**config.mk**
```make
export PLATFORM = sky130hd
export DESIGN_NAME = scope_key_debounce
export DESIGN_NICKNAME = d
export VERILOG_FILES = /design/src/rtl/scope_key_debounce.sv
export SDC_FILE = /design/constraint.sdc
export NUM_CORES = 1
export LEC_CHECK = 0
export CAP_MARGIN = 0
export CORE_MARGIN = 2
export CORE_UTILIZATION = 45
export CTS_CLUSTER_DIAMETER = 200
export DETAILED_ROUTE_END_ITERATION = 16
export DONT_BUFFER_PORTS = 1
export PLACE_DENSITY_LB_ADDON = 0.2
export SLEW_MARGIN = 30
export SYNTH_ARGS = -nofsm -noshare
export SYNTH_HDL_FRONTEND = slang
export SYNTH_SLANG_ARGS = --single-unit
```
**constraint.sdc**
```tcl
create_clock -name clk -period 2.8 [get_ports clk]
set_clock_uncertainty 0.1 [all_clocks]
set_input_delay 0.42 -clock clk [delete_from_list [all_inputs] [get_ports clk]]
set_output_delay 0.42 -clock clk [all_outputs]
set_load 0.05 [all_outputs]
```
**src/rtl/scope_key_debounce.sv**
```systemverilog
// Six-key front-panel debouncer with per-key auto-repeat; key_out is registered and changes on the
// debounce-acceptance edge. Latency is 2 synchronizer clk plus at most DEBOUNCE_TICKS ticks; there is no backpressure.
module scope_key_debounce #(
    parameter int TICK_DIV       = 50000,
    parameter int DEBOUNCE_TICKS = 20,
    parameter int REPEAT_DELAY   = 500,
    parameter int REPEAT_RATE    = 100
) (
    input  logic       clk,
    input  logic       reset_n,
    input  logic [5:0] key_in,
    input  logic [5:0] repeat_en,
    output logic [5:0] key_out
);

    localparam int NKEYS = 6;
    localparam int PW    = (TICK_DIV > 2) ? $clog2(TICK_DIV) : 1;
    localparam int DW    = (DEBOUNCE_TICKS > 1) ? $clog2(DEBOUNCE_TICKS) : 1;
    localparam int RMAX  = (REPEAT_DELAY > REPEAT_RATE) ? REPEAT_DELAY : REPEAT_RATE;
    localparam int RW    = $clog2(RMAX + 1);

    // A zero load would let the repeat counter sit below 1; clamp both loads to 1.
    localparam int DELAY_LD = (REPEAT_DELAY < 1) ? 1 : REPEAT_DELAY;
    localparam int RATE_LD  = (REPEAT_RATE < 1) ? 1 : REPEAT_RATE;

    localparam logic [1:0] ST_RELEASED = 2'd0;
    localparam logic [1:0] ST_PRESSED  = 2'd1;
    localparam logic [1:0] ST_GAP      = 2'd2;

    logic [NKEYS-1:0] sync_meta;
    logic [NKEYS-1:0] sync_key;
    logic [PW-1:0]    presc;
    logic             tick;

    always_ff @(posedge clk or negedge reset_n) begin
        if (!reset_n) begin
            sync_meta <= '1;
            sync_key  <= '1;
        end else begin
            sync_meta <= key_in;
            sync_key  <= sync_meta;
        end
    end

    assign tick = (presc == PW'(TICK_DIV - 1));

    always_ff @(posedge clk or negedge reset_n) begin
        if (!reset_n) begin
            presc <= '0;
        end else if (tick) begin
            presc <= '0;
        end else begin
            presc <= presc + PW'(1);
        end
    end

    for (genvar k = 0; k < NKEYS; k++) begin : g_key
        logic          stable;
        logic [DW-1:0] db_cnt;
        logic [1:0]    state;
        logic [RW-1:0] rep_cnt;
        logic          key_q;
        logic          accept;
        logic          press;
        logic          release_evt;

        // Acceptance is decided combinationally so the FSM moves on the same edge that stable toggles.
        assign accept      = tick && (sync_key[k] != stable) && (db_cnt == DW'(DEBOUNCE_TICKS - 1));
        assign press       = accept && stable;
        assign release_evt = accept && !stable;

        always_ff @(posedge clk or negedge reset_n) begin
            if (!reset_n) begin
                stable <= 1'b1;
                db_cnt <= '0;
            end else if (sync_key[k] == stable) begin
                db_cnt <= '0;
            end else if (tick) begin
                if (db_cnt == DW'(DEBOUNCE_TICKS - 1)) begin
                    stable <= ~stable;
                    db_cnt <= '0;
                end else begin
                    db_cnt <= db_cnt + DW'(1);
                end
            end
        end

        always_ff @(posedge clk or negedge reset_n) begin
            if (!reset_n) begin
                state   <= ST_RELEASED;
                rep_cnt <= '0;
                key_q   <= 1'b1;
            end else begin
                case (state)
                    ST_RELEASED: begin
                        if (press) begin
                            state   <= ST_PRESSED;
                            rep_cnt <= RW'(DELAY_LD);
                            key_q   <= 1'b0;
                        end
                    end
                    ST_PRESSED: begin
                        if (release_evt) begin
                            state <= ST_RELEASED;
                            key_q <= 1'b1;
                        end else if (tick) begin
                            // With repeat disabled the counter parks at 1 until enabled or released.
                            if (rep_cnt == RW'(1)) begin
                                if (repeat_en[k]) begin
                                    state <= ST_GAP;
                                    key_q <= 1'b1;
                                end
                            end else begin
                                rep_cnt <= rep_cnt - RW'(1);
                            end
                        end
                    end
                    ST_GAP: begin
                        if (release_evt) begin
                            state <= ST_RELEASED;
                            key_q <= 1'b1;
                        end else if (tick) begin
                            state   <= ST_PRESSED;
                            rep_cnt <= RW'(RATE_LD);
                            key_q   <= 1'b0;
                        end
                    end
                    default: begin
                        state <= ST_RELEASED;
                        key_q <= 1'b1;
                    end
                endcase
            end
        end

        assign key_out[k] = key_q;
    end

endmodule

```
## Word-level counts from Yosys, hierarchy flattened

Index checks and enable logic that the tools add are counted.

| storage, ports and cells | value |
|---|---|
| register bits after elaboration | 136 |
| input bits | 14 |
| output and inout bits | 6 |

| cells by class | value |
|---|---|
| add/sub/neg operators | 13 |
| equality and inequality tests | 97 |
| muxes and demuxes | 142 |
| bitwise gates (word level) | 12 |
| reductions and logical operators | 66 |

Operators with widths:

| operator | number |
|---|---|
| $mux W9 | 31 |
| $pmux W9 S3 | 6 |
| $mux W5 | 18 |
| $mux W2 | 37 |
| $ne A2 B2 Y1 const B | 36 |
| $ne A3 B3 Y1 const B | 24 |
| $eq A9 B1 Y1 const B | 6 |
| $sub A9 B1 Y9 const B | 6 |
| $reduce_and A7 Y1 | 6 |
| $mux W1 | 37 |
| $pmux W2 S3 | 6 |
| $add A5 B1 Y5 const B | 6 |
| $eq A5 B5 Y1 const B | 6 |
| $reduce_and A5 Y1 | 6 |
| $logic_and A1 B1 Y1 | 24 |
| $pmux W1 S3 | 6 |
| $reduce_and A3 Y1 | 6 |
| $reduce_bool A3 Y1 | 6 |
| $add A16 B1 Y16 const B | 1 |
| $eq A16 B16 Y1 const B | 1 |
| $mux W16 | 1 |
| $eq A2 B1 Y1 const B | 6 |
| $eq A2 B2 Y1 const B | 6 |
| $logic_not A2 Y1 | 6 |
| other kinds (5) | 36 |

## Logic depth before layout (Yosys ltp)

| depth | value |
|---|---|
| word-level depth | 6 |
| mapped depth | 10 |
| gate-level depth less buffers | 8 |

## Worst setup path after synthesis

OpenSTA, ideal clock, no wires.

| path | value |
|---|---|
| path type | reg-to-reg |
| from | reg presc[5] |
| to | reg g_key[0].rep_cnt[7] |
| library setup time | 0.129 ns |
| arrival time | 2.628 ns |
| required time | 2.571 ns |
| path slack | -0.057 ns |
| cell stages (with the launch flop) | 8 |
| path buffers | 1 |
| period minus slack after synthesis | 2.857 ns |
| cell sequence | dfrtp_1 or4_4 or4_4 or4_1 buf_2 nand3_1 nor4_1 a2111o_1 |

| on the way | value |
|---|---|
| cells in the longest elaborated chain, start to end | 6 |

Ends and longest elaborated chain:

| item | line | RTL |
|---|---|---|
| start, declared | 32 | `logic [PW-1:0] presc;` |
| start signal, assigned | 53 | `presc <= presc + PW'(1);` |
| $eq A16 B16 Y1 (*) | 45 | `assign tick = (presc == PW'(TICK_DIV - 1));` |
| $logic_and A1 B1 Y1 (2 in a row) | 68 | `assign accept = tick && (sync_key[k] != stable) && (db_cnt == DW'(DEBOUNCE_TICKS - 1));` |
| $logic_and A1 B1 Y1 (on tied branches) | 70, 69 |  |
| $ne A2 B2 Y1 (no source line) | n/a |  |
| $reduce_and A7 Y1 (no source line) (*) | n/a |  |
| end signal, assigned | 98 | `rep_cnt <= RW'(DELAY_LD);` |
| end signal, assigned | 114 | `rep_cnt <= rep_cnt - RW'(1);` |
| end signal, assigned | 124 | `rep_cnt <= RW'(RATE_LD);` |
| end, declared | 61 | `logic [RW-1:0] rep_cnt;` |

Every way passes the cells marked *; elsewhere a longest branch is shown, timed or not.
A chain may end at the register's enable or synchronous reset.

## Worst setup path after layout

| path | value |
|---|---|
| from | reg presc[5] |
| to | reg g_key[0].rep_cnt[8] |

Same word-level chain as after synthesis.

==> run metrics <==
outcome finished, violations left; failing checks negative hold slack; antenna viol nets, final 0; worst r2r dst g_key[0].rep_cnt[8]; gpl congestion 0.802; Vias 6,655; Avg Cell Area, Syn 9.31 um^2; Clock Path Buffers 2; CTS Buf Count 17; gr busiest metal met2; FF+latch count, synth 136; clock slew at reported path FFs 60 ps; Clock Sinks 136; R2R setup slack 40 ps; Core Area 17,800 um^2; largest net degree at the start of global routing 137; ys flop type dfrtp_1; initial antenna violation count 0; Hold Path Class primary input to async pin; CTS tree built; Comb power frac 0.5%; clk root buf clkbuf_16; crit-path max FO 7; Die Y 138 um; Clk pwr share 52.5%; synthesized cell area 8140 um^2; maxcap violations 0; EDFF count, synth 0; Max H-tree Level 4; Synth area leaders dfrtp_1, dfstp_2, ha_1; met2 Use GR 30.2%; insertion delay to the later sink of the worst-skew pair 430 ps; register area share after synthesis 42.2%; Hold WS -412 ps; critical path arrival 3030 ps; final non-filler cell total 1,177; grt met1 use 25.3%; number of global-route vias before repair 6,391; fin. max-slew vios 0; crit path kind flop to flop; sw power 0.925 mW; RSZ-0062 raised after global routing true; Slew @ Worst Pin 614 ps; top cell type's share of synthesized area 34.4%; total number of yosys warnings 0; Die X 138 um; fin crit share 98.6%; area growth from synthesis to layout 19.4%; IO buf count 0; share of layout cells above drive strength 1 19.0%; drt wl/cell 15.0 um; Final Routed Wirelength 17.7 mm; PwrDens 435 nW/um^2; final hold vios 136; Setup TNS 0 ps; Die ar. 19,200 um^2; Post-CTS Hold Buffers 6; drt initial violations 332; total gr overflow 0; Initial Util 45.6%; relative slew slack 58.5%; final setup fails 0; Pre-antenna DRT Iters 5; LEAKAGE 4.35 nW; cells after synthesis 874; GRT Util Overall 18.7%; Power Internal 3.30 mW; sequential power share 47.1%; DR vias/cell 5.65; FFs w/ async S/R, synth 100%; Synth Net Count 931; fin nets 992; Post-Place Cells 1,125; Critical Path RT 3070 ps; DR DRC count 0; post-synthesis cell type count 83; Crit. End Element flop; Antenna Cells 0; Critical Path Start Type flop; num ports 20; Sw Share 21.9%; RR Startpoint presc[5]; global-route wire length before repair 30.0 mm; DP Wirelength 11.7 mm; routing usage on met3 4.40%; Yosys top cell by area dfrtp_1; VDD IR max 0.000410 V; num rows 49; FF-to-FF path depth 10; f_max 0.362 GHz; Min Clock Period, post-route 2760 ps
critical path, cell delays in order, from the launching register on:
cell and delay [ps]:
dfrtp_1 370, or4_4 540, or4_4 460, buf_12 160
nor2_4 220, buf_12 150, buf_8 120, nand3_4 70
nor4_4 250, buf_4 160, a211o_1 90
cell usage in the layout (no fill, tap or decap), types with 4 or more instances in the layout:
master,netlist,routed
a211o_1,11,11
a21o_1,4,4
a21oi_1,59,57
a31oi_1,14,14
and3_1,8,8
and4b_1,6,6
buf_12,0,4
buf_4,7,62
buf_6,1,6
clkbuf_16,0,17
clkinv_2,0,4
clkinvlp_4,0,4
dfrtp_1,112,112
dfstp_2,24,24
dlygate4sd3_1,0,6
ha_1,43,43
inv_1,41,41
mux2_2,12,11
mux2i_1,7,7
nand2_1,87,85
nand2b_1,11,11
nand3_1,37,36
nand3b_1,6,6
nand4_1,20,20
nor2_1,56,56
nor2b_1,22,22
nor3_1,23,23
nor3b_1,8,8
nor4_1,10,7
nor4b_1,6,5
nor4bb_1,6,6
o211ai_1,5,5
o21ai_0,31,28
o21ai_1,13,14
o22ai_1,11,11
o31ai_1,9,8
or3_1,23,22
or4_1,5,4
xnor2_1,14,14
xor2_1,14,14
state kept, by name, summed over array words and instances (netlist names):
register       count
g_key.stable       6
sync_meta          6
presc             16
g_key.rep_cnt     54
g_key.db_cnt      30
g_key.state       12
sync_key           6
g_key.key_q        6
metrics by stage:
step	total power, mW	instance area (um^2)	hold WS, ps	worst slack [ps]	utilization [%]
final	4.23	9720	-412	38.0	54.5
after floorplan	2.03	8140	24.4	38.7	-
after detailed placement	2.04	8730	30.4	-55.2	49.0
after global placement	2.04	8730	29.5	3.12	49.0
after global routing	4.37	9720	-434	-86.4	54.5
after CTS	4.28	9400	-429	-7.54	52.7
how the worst max path moves through the flow:
stage          startpoint                  end  slack (ps)  cells after the start
6_report         presc[5]  g_key[0].rep_cnt[8]          40                     10
2_1_floorplan    presc[5]  g_key[0].rep_cnt[7]          40                      7
4_1_cts          presc[5]  g_key[1].rep_cnt[3]          -8                      7
3_3_place_gp     presc[5]  g_key[1].rep_cnt[3]           3                      7
3_5_place_dp     presc[5]  g_key[1].rep_cnt[3]         -60                      7
5_1_grt          presc[5]  g_key[4].rep_cnt[7]         -90                      7
power by group through the flow:
stage	Sequential (mW)	Clock [mW]	Combinational, mW
6_report	1.99	2.22	0.0201
5_1_grt	1.99	2.35	0.0219
4_1_cts	1.99	2.27	0.0201
3_5_place_dp	2.02	0	0.0133
3_3_place_gp	2.02	0	0.0136
2_1_floorplan	2.02	0	0.00960
cell usage after synthesis, drive strengths merged (22+ instances only):
cell type	instances
clkbuf	22
o21ai	44
ha	43
nor2b	22
nand3	37
nor3	23
or3	23
dfstp	24
inv	41
nor2	57
nand2	87
a21oi	59
dfrtp	112
metal layers:
metal  routed length [um]  vias to the layer above
met1                 8600                     3233
met2                 8310                       72
met4                  201                        0
met5                    0                        -
met3                  556                       19
li1                     -                     3331
what timing repair did:
item	4_1_cts	5_1_grt
pin swaps	0	11
endpoints found under the hold margin	142	136
setup endpoints to repair	12	35
gates resized for setup	4	41
cloned	0	1
setup buffers	0	13
logic make-up after synthesis:
| kind of cell | Yosys count | synth area share, % |
|---|---|---|
| simple gates | 360 | 24.2 |
| flops | 136 | 42.2 |
| fa+ha+maj | 43 | 6.61 |
| mux | 21 | 2.80 |
| xor+xnor | 28 | 3.01 |
| buf+inv | 79 | 4.15 |
| compound gates | 207 | 17.1 |
area by class of cell:
cell class	instances	area, um^2
fillers	1574	8120
multi-input cells	659	4570
flip-flops and latches	136	3430
repair buffers	80	693
clock buffers	17	425
well taps	229	287
clock inverters	15	154
inverters	41	154
No activity file was read; power rests on OpenSTA's default activity.
